**src/rtl/chaser_monitor.sv**
```systemverilog
// Monitors an 8-bit LED chaser pattern: tracks the lit position and rotation direction,
// locks onto a steady chase, and counts steps and faults once locked.
module chaser_monitor #(
  parameter int unsigned LOCK_STEPS = 4,
  parameter int unsigned HOLD_MAX   = 16
) (
  input  logic        clk,
  input  logic        rst,
  input  logic        enable,
  input  logic [7:0]  leds,
  output logic        onehot,
  output logic [2:0]  pos,
  output logic        dir,
  output logic        locked,
  output logic [15:0] step_count,
  output logic        err,
  output logic [7:0]  err_count
);

  localparam int unsigned RUN_W  = $clog2(LOCK_STEPS + 1);
  localparam int unsigned HOLD_W = $clog2(HOLD_MAX + 1);

  typedef enum logic [1:0] {IDLE, ACQUIRE, LOCKED, ERROR} state_t;

  state_t            state, state_nx;
  logic [7:0]        prev, prev_nx;
  logic [RUN_W-1:0]  run, run_nx, run_inc;
  logic [HOLD_W-1:0] hold_cnt, hold_nx, hold_inc;

  logic        onehot_nx, dir_nx, locked_nx, err_nx;
  logic [2:0]  pos_nx, sample_idx;
  logic [15:0] step_count_nx;
  logic [7:0]  err_count_nx;

  logic sample_oh, prev_oh, changed, left, right, step_fwd, hold_hit;

  always_comb begin
    sample_idx = '0;
    for (int unsigned i = 0; i < 8; i++) begin
      if (leds[i]) sample_idx = 3'(i);
    end
  end

  always_comb begin
    sample_oh = (leds != '0) && ((leds & (leds - 8'd1)) == '0);
    prev_oh   = (prev != '0) && ((prev & (prev - 8'd1)) == '0);
    changed   = (leds != prev);
    left      = sample_oh && prev_oh && (leds == {prev[6:0], prev[7]});
    right     = sample_oh && prev_oh && (leds == {prev[0], prev[7:1]});
    step_fwd  = dir ? right : left;
    hold_inc  = (hold_cnt == HOLD_W'(HOLD_MAX)) ? hold_cnt : hold_cnt + 1'b1;
    hold_hit  = !changed && (hold_inc == HOLD_W'(HOLD_MAX));
    run_inc   = run + 1'b1;
  end

  always_comb begin
    state_nx      = state;
    prev_nx       = prev;
    run_nx        = run;
    hold_nx       = hold_cnt;
    onehot_nx     = onehot;
    pos_nx        = pos;
    dir_nx        = dir;
    step_count_nx = step_count;
    err_count_nx  = err_count;
    err_nx        = 1'b0;

    if (enable) begin
      prev_nx   = leds;
      hold_nx   = changed ? '0 : hold_inc;
      onehot_nx = sample_oh;
      if (sample_oh) pos_nx = sample_idx;

      unique case (state)
        IDLE, ERROR: begin
          if (sample_oh) begin
            state_nx = ACQUIRE;
            run_nx   = '0;
          end
        end
        ACQUIRE: begin
          if (!sample_oh) begin
            state_nx = IDLE;
          end else if (left || right) begin
            // The first step of a run picks the direction; later steps must agree or restart at 1.
            if (run == '0 || step_fwd) begin
              run_nx = run_inc;
              dir_nx = right;
              if (run_inc == RUN_W'(LOCK_STEPS)) state_nx = LOCKED;
            end else begin
              run_nx = RUN_W'(1);
              dir_nx = ~dir;
            end
          end else if (changed) begin
            run_nx = '0;
          end
        end
        LOCKED: begin
          if (step_fwd) begin
            step_count_nx = step_count + 16'd1;
          end else if (changed || !sample_oh || hold_hit) begin
            state_nx = ERROR;
            err_nx   = 1'b1;
            if (err_count != 8'hFF) err_count_nx = err_count + 8'd1;
          end
        end
        default: state_nx = IDLE;
      endcase
    end

    locked_nx = (state_nx == LOCKED);
  end

  always_ff @(posedge clk) begin
    if (rst) begin
      state      <= IDLE;
      prev       <= '0;
      run        <= '0;
      hold_cnt   <= '0;
      onehot     <= 1'b0;
      pos        <= '0;
      dir        <= 1'b0;
      locked     <= 1'b0;
      step_count <= '0;
      err        <= 1'b0;
      err_count  <= '0;
    end else begin
      state      <= state_nx;
      prev       <= prev_nx;
      run        <= run_nx;
      hold_cnt   <= hold_nx;
      onehot     <= onehot_nx;
      pos        <= pos_nx;
      dir        <= dir_nx;
      locked     <= locked_nx;
      step_count <= step_count_nx;
      err        <= err_nx;
      err_count  <= err_count_nx;
    end
  end

endmodule

```
**config.mk**
```make
export PLATFORM = sky130hd
export DESIGN_NAME = chaser_monitor
export DESIGN_NICKNAME = d
export VERILOG_FILES = /design/src/rtl/chaser_monitor.sv
export SDC_FILE = /design/constraint.sdc
export NUM_CORES = 1
export LEC_CHECK = 0
export ABC_AREA = 1
export BUFFER_PORTS_ARGS = -buffer_cell sky130_fd_sc_hd__buf_2
export CAP_MARGIN = 20
export CORE_MARGIN = 2
export CORE_UTILIZATION = 40
export CTS_CLUSTER_SIZE = 40
export DETAILED_ROUTE_END_ITERATION = 16
export GPL_ROUTABILITY_DRIVEN = 1
export GPL_TIMING_DRIVEN = 0
export PLACE_DENSITY_LB_ADDON = 0.3
export SETUP_SLACK_MARGIN = 0.1
export SLEW_MARGIN = 15
export SYNTH_ARGS = -nofsm -noshare
export SYNTH_HDL_FRONTEND = slang
export SYNTH_SLANG_ARGS = --single-unit
```
**constraint.sdc**
```tcl
create_clock -name clk -period 2.01 [get_ports clk]
set_input_delay 0.201 -clock clk [delete_from_list [all_inputs] [get_ports clk]]
set_output_delay 0.201 -clock clk [all_outputs]
set_load 0.02 [all_outputs]
```
# After elaboration in Yosys (flattened, before gate mapping)
# Cells that the tools add are included.
[totals]
reg_bits = 49
output_inout_bits = 31
elab_cells = 90
[op_classes]
mux = 27
reduce_logical = 26
n_bitwise = 6
add_sub_neg = 6
n_eq_ne = 14
[ops]
columns = ["cell", "n"]
rows = [
  ["3-bit two-way mux", 11],
  ["16-bit by 1-bit adder with 16-bit output, second input constant", 1],
  ["8-bit AND", 2],
  ["8-bit == test", 2],
  ["8-bit zero test", 2],
  ["2-bit two-way mux", 8],
  ["8-bit nonzero test", 2],
  ["8-bit by 1-bit subtractor with 8-bit output, second input constant", 2],
  ["5-bit == test, second input constant", 2],
  ["5-bit two-way mux", 2],
  ["5-bit AND reduction", 2],
  ["8-bit by 1-bit adder with 8-bit output, second input constant", 1],
  ["8-bit inequality test", 1],
  ["8-bit inequality test, second input constant", 1],
  ["2-bit == test, second input constant", 3],
  ["1-bit logical AND", 6],
  ["2-bit one-hot mux with 3 select lines", 1],
  ["3-bit one-hot mux with 2 select lines", 1],
  ["5-bit by 1-bit adder with 5-bit output, second input constant", 1],
  ["1-bit logical OR", 4],
  ["1-bit two-way mux", 4],
  ["2-bit inequality test, second input constant", 2],
  ["1-bit NOT", 4],
  ["4-bit AND reduction", 1],
  ["other kinds (12)", 13],
]

# Depth between registers and ports, before layout
# Gate-level depths: netlist of run 1.
[depth]
word_depth = 14
depth_mapped = 18
ltp_nobuf = 17

# Worst setup path after synthesis of run 1
# Ideal clock, no wire load.
[synth_path]
path_type = "reg-to-reg"
startpoint = "reg hold_cnt[0]"
endpoint = "reg err_count[3]"
setup_slack_ns = 0.124
t_required_ns = 1.897
setup_time_ns = 0.113
path_stages_with_launch = 13
t_arrival_ns = 1.773
period_less_slack_ns = 1.886
path_cell_list = "dfxtp_1 -> inv_1 -> ha_1 -> nand4_1 -> xor2_1 -> nor2_1 -> nand3_1 -> o21ai_0 -> nand4_2 -> nor2_1 -> nand2_1 -> nand2_1 -> nor2_1"
[synth_between]
elab_chain_len = 6
[synth_rtl]
columns = ["item", "line", "text"]
rows = [
  ["from (decl)", "28", "logic [HOLD_W-1:0] hold_cnt, hold_nx, hold_inc;"],
  ["from (signal assigned)", "131", "hold_cnt <= hold_nx;"],
  ["5-bit by 1-bit adder with 5-bit output or 5-bit == test (tied branches)", "51", "hold_inc = (hold_cnt == HOLD_W'(HOLD_MAX)) ? hold_cnt : hold_cnt + 1'b1;"],
  ["5-bit two-way mux (*)", "51", ""],
  ["5-bit == test (*)", "52", "hold_hit = !changed && (hold_inc == HOLD_W'(HOLD_MAX));"],
  ["1-bit logical AND (*)", "52", ""],
  ["1-bit logical OR (*)", "101", "end else if (changed || !sample_oh || hold_hit) begin"],
  ["5-bit AND reduction (no source line) (*)", "-", ""],
  ["to (signal assigned)", "138", "err_count <= err_count_nx;"],
  ["to (decl)", "17", "output logic [7:0] err_count"],
]
# Every way passes the cells marked *; elsewhere a longest branch is shown, timed or not.
# A chain may end at the register's enable or synchronous reset.

# Final worst setup path of run 1
[layout_path]
startpoint = "reg prev[1]"
endpoint = "reg step_count[14]"
[layout_between]
elab_chain_len = 8
[layout_rtl]
columns = ["item", "line", "text"]
rows = [
  ["from (decl)", "26", "logic [7:0] prev, prev_nx;"],
  ["from (signal assigned)", "129", "prev <= prev_nx;"],
  ["8-bit by 1-bit subtractor with 8-bit output", "46", "prev_oh = (prev != '0) && ((prev & (prev - 8'd1)) == '0);"],
  ["8-bit AND", "46", ""],
  ["8-bit zero test", "46", ""],
  ["1-bit logical AND", "46", ""],
  ["1-bit logical AND", "48, 49", ""],
  ["1-bit logical AND (on tied branches)", "48, 49", ""],
  ["1-bit two-way mux (*)", "50", "step_fwd = dir ? right : left;"],
  ["3-bit AND reduction (no source line) (*)", "-", ""],
  ["to (signal assigned)", "136", "step_count <= step_count_nx;"],
  ["to (decl)", "15", "output logic [15:0] step_count,"],
]
# Marked as above.

==> summary.txt, run 1 <==
Power and ir drop
  – PD cells: 501 mW/mm²
  – Flop pwr share: 52.3%
  – Lkg Pwr: 1.77 nW
  – Pint: 1.35 mW
  – Comb power frac: 15.7%
  – Peak supply drop: 314 µV
  – Total Power: 1.93 mW
  – Clk pwr share: 32.1%
  – Switch Pwr: 0.586 mW
  – Switch share: 30.3%

Cells and area
  – Non-Filler Instances: 641
  – N_diodes: 0
  – Area of the multi-input gates: 0.00205 mm²
  – Register Area: 993 µm²
  – Filler instances: 782
  – Final nets: 558
  – Area Overhead vs Synth: 20.6%
  – Final instance area: 0.00386 mm²
  – Share of cells above drive strength 1: 25.4%

Setup path
  – Most numerous cell on the critical path: nand2_2
  – CP Data Arrival Time: 2.17 ns
  – Kind of critical path: reg2reg
  – Maximum fanout along the worst path: 8
  – Critical Path RT: 2.24 ns
  – Max incr delay on CP: 0.33 ns
  – Crit path cell chain: buf_6 -> nor2_4 -> buf_6 -> nand3_1 -> nand2_2 -> nand3_2 -> nor2_4 -> nand2_2 -> nand2_2 -> nand2_4 -> nor2_8 -> nand3_4 -> nor2_1 -> nand2_1 -> nand2_1 -> nor2_1
  – CP Capture Type: flop
  – CP Launch Type: flop
  – Worst path slowest cell: dfxtp_2

STA
  – Final Skew: 0.0135 ns
  – Max Slew Vio Count: 0
  – Worst-Margin Slew: 0.682 ns
  – Minimum clock period: 1.95 ns
  – RSZ-0062 raised after global routing: true
  – Fin. Hold Viols: 0
  – Fin crit share: 97.0%
  – Final setup margin: 0.0609 ns
  – Worst slew margin: 54.5%
  – Max Freq: 0.513 GHz
  – Endpoints failing setup: 0

Logic synthesis
  – Syn. warnings: 0
  – EDFF count, synth: 0
  – Register area share after synthesis: 30.6%
  – Synth Area in Simple Gates: 38.8%
  – Mapped cell area: 0.00320 mm²
  – Synth Flop Type: dfxtp_1
  – Post-synth cell types: 38
  – Synthesized net count: 506
  – Syn Area/Cell: 6.59 µm²
  – Top cells by area, synth: dfxtp_1, nand2_1, a21oi_1, inv_1, nor2_1
  – Asr flop ratio synth: 0%
  – Count leader, synth: nand2_1
  – Synth Instances: 486
  – Yosys top cell area share: 30.6%
  – XOR/XNOR Fraction of Synth Area: 4.93%
  – Synth top cells by count: nand2_1, inv_1, dfxtp_1
  – Synth Register Bits: 49
  – Post-synthesis mux area share: 0%
  – Post-Synth Adder-Cell Area: 3.52%
  – Area leader, netlist: dfxtp_1
  – Compound-cell area share of the yosys netlist: 12.7%
  – Largest family of logic cells by synthesized area: simple AND/OR/NAND/NOR gates

Place
  – Post-DP HPWL: 5880 µm
  – Placed cell count: 624
  – Global placer's final weighted congestion: 0.857
  – Dpl ws: -0.181 ns
  – DP Area: 0.00351 mm²
  – Port bufs: 36

Floorplan
  – Die H: 93.5 µm
  – Die area: 0.00873 mm²
  – # rows: 32
  – Initial cell density of the core: 41.4%
  – Die W: 93.5 µm
  – Core area: 0.00773 mm²
  – Boundary Pins: 42

Clocking
  – Cts hold-fix bufs: 0
  – CTS tree: built
  – Root buffer cell: clkbuf_8
  – Total CTS buffers: 5
  – Clock sinks: 49
  – CTS max path bufs: 2
  – H-Tree Depth: 2
  – Worst-Skew Late Latency: 0.32 ns
  – CTS clk-pin slew, worst paths: 0.11 ns

Routing
  – Routed Antenna Nets: 0
  – # DRC: 0
  – Highest Signal Layer: met4
  – Routed length per placed instance: 12.4 µm
  – DRT Pass-1 Iters: 5
  – Via count: 3235
  – Met2 routed WL: 3740 µm
  – DRT met1 WL: 3640 µm
  – Met3 Routed Length: 413 µm
  – Routed WL: 7970 µm
  – 1st-iter DRT viols: 216
  – Post-DR vias/cell: 5.05

Global routing
  – Number of global-route vias before repair: 3013
  – First-pass GRT wire length: 13200 µm
  – GRT Residual Overflow: 0
  – Initial antenna violation count: 0
  – Total track usage: 18.7%
  – Largest net degree at the start of global routing: 17

Job
  – Max_cap viols: 0

Outcome
  – Status: finished, final reports clean

Worst hold path
  – Worst hold path class: in2reg
[per-stage QoR]
stage	setup TNS, ns	utilization [%]	hold slack (ns)
finish	0	50.0	0.0894
global route	-0.692	50.0	0.0809
CTS	0	48.0	0.0727
detailed placement	-1.33	45.4	0.419
global placement	-0.929	45.4	0.418
floorplan	0	-	0.280
[layout by cell type, fill, tap and decap left out, types with 9 or more instances in the layout]
master / instances
ha_1: 9
a21oi_1: 37
xor2_1: 16
dfxtp_1: 41
nand2_2: 17
inv_1: 51
o21ai_0: 18
nand4_1: 11
nand2_1: 130
nand3_1: 16
nor3_1: 9
nor2_1: 41
buf_2: 38
[critical path, delay by kind of cell, from the launching register on]
family | cells | cell delay [ns]
buffers and inverters | 2 | 0.23
DFF | 1 | 0.33
and+or+nand+nor | 14 | 1.28
[registers in the layout, indices dropped and copies added (netlist names)]
signal	count
state	2
step_count	16
err	1
prev	8
dir	1
locked	1
onehot	1
pos	3
err_count	8
hold_cnt	5
run	3
[per-layer routing]
metal / track usage, % / up-vias
met5: 0 / -
met4: 6.62 / 0
met3: 3.30 / 15
met2: 32.3 / 82
met1: 23.3 / 1476
li1: - / 1662
[power by group through the flow]
stage	clock network, mW	logic (mW)	registers (mW)
after floorplan	0	0.202	1.02
after global placement	0	0.259	1.03
after detailed placement	0	0.263	1.03
after CTS	0.639	0.284	1.01
after global routing	0.666	0.342	1.01
final	0.620	0.303	1.01
[worst paths after layout]
| kind | startpoint | end | slack [ns] | depth (start not counted) |
|---|---|---|---|---|
| hold / removal | rst | step_count[7]$_SDFFE_PP0P_ | 0.09 | 2 |
| hold reg to reg | run[2]$_SDFFE_PP0P_ | run[2]$_SDFFE_PP0P_ | 0.48 | 2 |
| setup reg to reg | prev[1]$_SDFFE_PP0P_ | step_count[14]$_SDFFE_PP0P_ | 0.06 | 16 |
| setup / recovery | prev[1]$_SDFFE_PP0P_ | step_count[14]$_SDFFE_PP0P_ | 0.06 | 16 |
[kinds of logic after synthesis]
family | count (synthesis)
compound gates | 76
xor+xnor | 18
fa+ha+maj | 9
buf+inv | 74
flops | 49
simple gates | 260
[final cells by class]
type / count / area share (%)
multi-input combinational: 363 / 53.2
sequential: 49 / 25.7
timing repair buffer: 45 / 6.71
inverter: 60 / 6.09
tap: 102 / 3.31
buffer: 14 / 2.59
clock buffer: 5 / 1.78
clock inverter: 3 / 0.551
[what timing repair did]
action	CTS	global route
pin swaps	12	10
setup endpoints to repair	26	31
gates resized for setup	28	46
setup buffers	6	3
No activity file was read; power rests on OpenSTA's default activity.
==> inputs of run 2 (changes only) <==
CORE_UTILIZATION = 50   (was 40)
SETUP_SLACK_MARGIN = default   (was 0.1)
clock period = 1.9 ns   (was 2.01 ns; I/O delays follow)
==> run 2 against run 1 <==
  * The run now ends with negative setup slack left
  * Wire length is 5.6% higher
  * Clock power is 3.7% higher
  * Global-route usage is 4.6 points higher
  * Setup slack worse by 0.14 ns
  * Flip-flop and latch count stayed put
  * Final cell count is 2.8% lower
  * Register-to-register slack worse by 0.14 ns
  * Largest cell class unchanged
==> summary.txt, run 2 (same netlist as run 1, synthesis figures left out) <==
Routing
  – Routed WL: 8410 µm
  – Via count: 3329
  – DRT Pass-1 Iters: 4
  – Routed length per placed instance: 13.5 µm
  – Post-DR vias/cell: 5.34
  – 1st-iter DRT viols: 159
  – # DRC: 0
  – Routed Antenna Nets: 0

Setup path
  – Most numerous cell on the critical path: nand2_1
  – FF-to-FF path depth: 17
  – Maximum fanout along the worst path: 7
  – Critical Path RT: 2.12 ns
  – CP Capture Type: flop
  – Worst path slowest cell: dfxtp_4
  – Crit path cell chain: nor2_4 -> nand2_1 -> nand2_1 -> inv_1 -> nor2_2 -> nand3_2 -> nor2_4 -> nand2_2 -> nand2_2 -> nand2_4 -> nor2_8 -> buf_12 -> nand3_4 -> nor2_2 -> nand2_1 -> nand2_1 -> nor2_1
  – Max incr delay on CP: 0.39 ns
  – R2R Path End: step_count[14]$_SDFFE_PP0P_
  – CP Data Arrival Time: 2.19 ns
  – CP Launch Type: flop
  – R2R Path Start: prev[0]$_SDFFE_PP0P_
  – Kind of critical path: reg2reg
  – Reg2reg setup slack: -0.08 ns

Global routing
  – Total track usage: 23.3%
  – Largest net degree at the start of global routing: 16
  – GRT Residual Overflow: 0
  – First-pass GRT wire length: 13600 µm
  – Number of global-route vias before repair: 3013
  – Initial antenna violation count: 0

STA
  – Minimum hold slack: 0.0870 ns
  – Max Slew Vio Count: 0
  – Worst-Margin Slew: 0.618 ns
  – Final setup margin: -0.0767 ns
  – Worst slew margin: 58.8%
  – Max Freq: 0.506 GHz
  – RSZ-0062 raised after global routing: true
  – Endpoints failing setup: 15
  – Final Skew: 0.00913 ns
  – Minimum clock period: 1.98 ns
  – Fin. Hold Viols: 0
  – Fin crit share: 104%

Clocking
  – Total CTS buffers: 5
  – CTS clk-pin slew, worst paths: 0.10 ns
  – Worst-Skew Late Latency: 0.31 ns
  – CTS tree: built
  – CTS max path bufs: 2
  – H-Tree Depth: 2
  – Root buffer cell: clkbuf_8
  – Clock sinks: 49
  – Cts hold-fix bufs: 0

Floorplan
  – Die H: 84.0 µm
  – # rows: 29
  – Die W: 84.0 µm
  – Core area: 0.00628 mm²
  – Die area: 0.00706 mm²
  – Initial cell density of the core: 51.0%
  – Boundary Pins: 42

Cells and area
  – Most common cell after layout, fill and taps aside: nand2_1
  – N_diodes: 0
  – Biggest regs: step_count (16), err_count (8), prev (8)
  – Most frequent cells in the layout: nand2_1, inv_1, dfxtp_1
  – Max reg flops: 16
  – Largest Register: step_count
  – Final instance area: 0.00394 mm²
  – Area Overhead vs Synth: 23.2%
  – Final nets: 565
  – Share of cells above drive strength 1: 28.2%

Outcome
  – Status: finished with violations
  – Failing checks: negative setup slack

Worst hold path
  – Worst hold path class: in2reg
  – Hold depth: 2
  – Hold EP: step_count[7]$_SDFFE_PP0P_
  – Worst hold path startpoint: rst

Power and ir drop
  – Total Power: 2.05 mW
  – Lkg Pwr: 1.80 nW
  – PD cells: 519 mW/mm²
  – Peak supply drop: 393 µV

Place
  – DP Area: 0.00348 mm²
  – Global placer's final weighted congestion: 0.948
  – Port bufs: 36
  – Post-DP HPWL: 5790 µm

Job
  – Max_cap viols: 0
run 2: layout make-up:
type / count / area (µm²)
Fill cell: 561 / 2330
Clock buffer: 6 / 72.6
Multi-Input combinational cell: 363 / 2100
Timing Repair Buffer: 55 / 354
Sequential cell: 49 / 1010
Tap cell: 77 / 96.3
Buffer: 11 / 62.6
Clock inverter: 2 / 13.8
Inverter: 60 / 233
run 2: worst max-delay path by stage:
stage	endpoint	slack [ns]	cells after the start	startpoint
4_1_cts	step_count[14]$_SDFFE_PP0P_	-0.06	17	prev[4]$_SDFFE_PP0P_
3_3_place_gp	err_count[3]$_SDFFE_PP0P_	-0.25	12	hold_cnt[0]$_SDFFE_PP0P_
2_1_floorplan	err_count[3]$_SDFFE_PP0P_	0.01	12	hold_cnt[0]$_SDFFE_PP0P_
6_report	step_count[14]$_SDFFE_PP0P_	-0.08	17	prev[0]$_SDFFE_PP0P_
5_1_grt	step_count[14]$_SDFFE_PP0P_	-0.18	17	prev[4]$_SDFFE_PP0P_
3_5_place_dp	err_count[3]$_SDFFE_PP0P_	-0.33	12	hold_cnt[0]$_SDFFE_PP0P_
run 2: worst max-delay path: cells and delay by family, from the launching register on:
family	cells	cell delay, ns
AND/OR/NAND/NOR	15	1.30
buffers and inverters	2	0.19
flip-flops	1	0.39
run 2: timing repair:
item	CTS	global route
gates resized for setup	31	59
buffers inserted	10	8
setup endpoints to repair	29	31
cloned	0	1
pin swaps	7	13
run 2: where the power goes:
part,internal [mW],total (mW),switching (mW)
logic,0.120,0.330,0.210
clock network,0.264,0.643,0.379
registers,1.04,1.07,0.0318
run 2: stage by stage:
step | utilization (%) | setup WS [ns] | cells | setup TNS [ns]
floorplan | - | 0.0135 | 486 | 0
global placement | 55.4 | -0.254 | 599 | -2.76
detailed placement | 55.4 | -0.330 | 599 | -4.04
CTS | 58.8 | -0.0572 | 614 | -0.227
global route | 62.8 | -0.177 | 623 | -2.99
finish | 62.8 | -0.0767 | 623 | -0.602
run 2: per-layer routing:
layer  vias to the layer above  share of wire, %  track usage, %
li1                       1679                 -               -
met1                      1545                45            30.7
met2                        97                48            40.3
met3                         8               4.9            3.07
met4                         0               1.3            5.72
met5                         -                 0               0
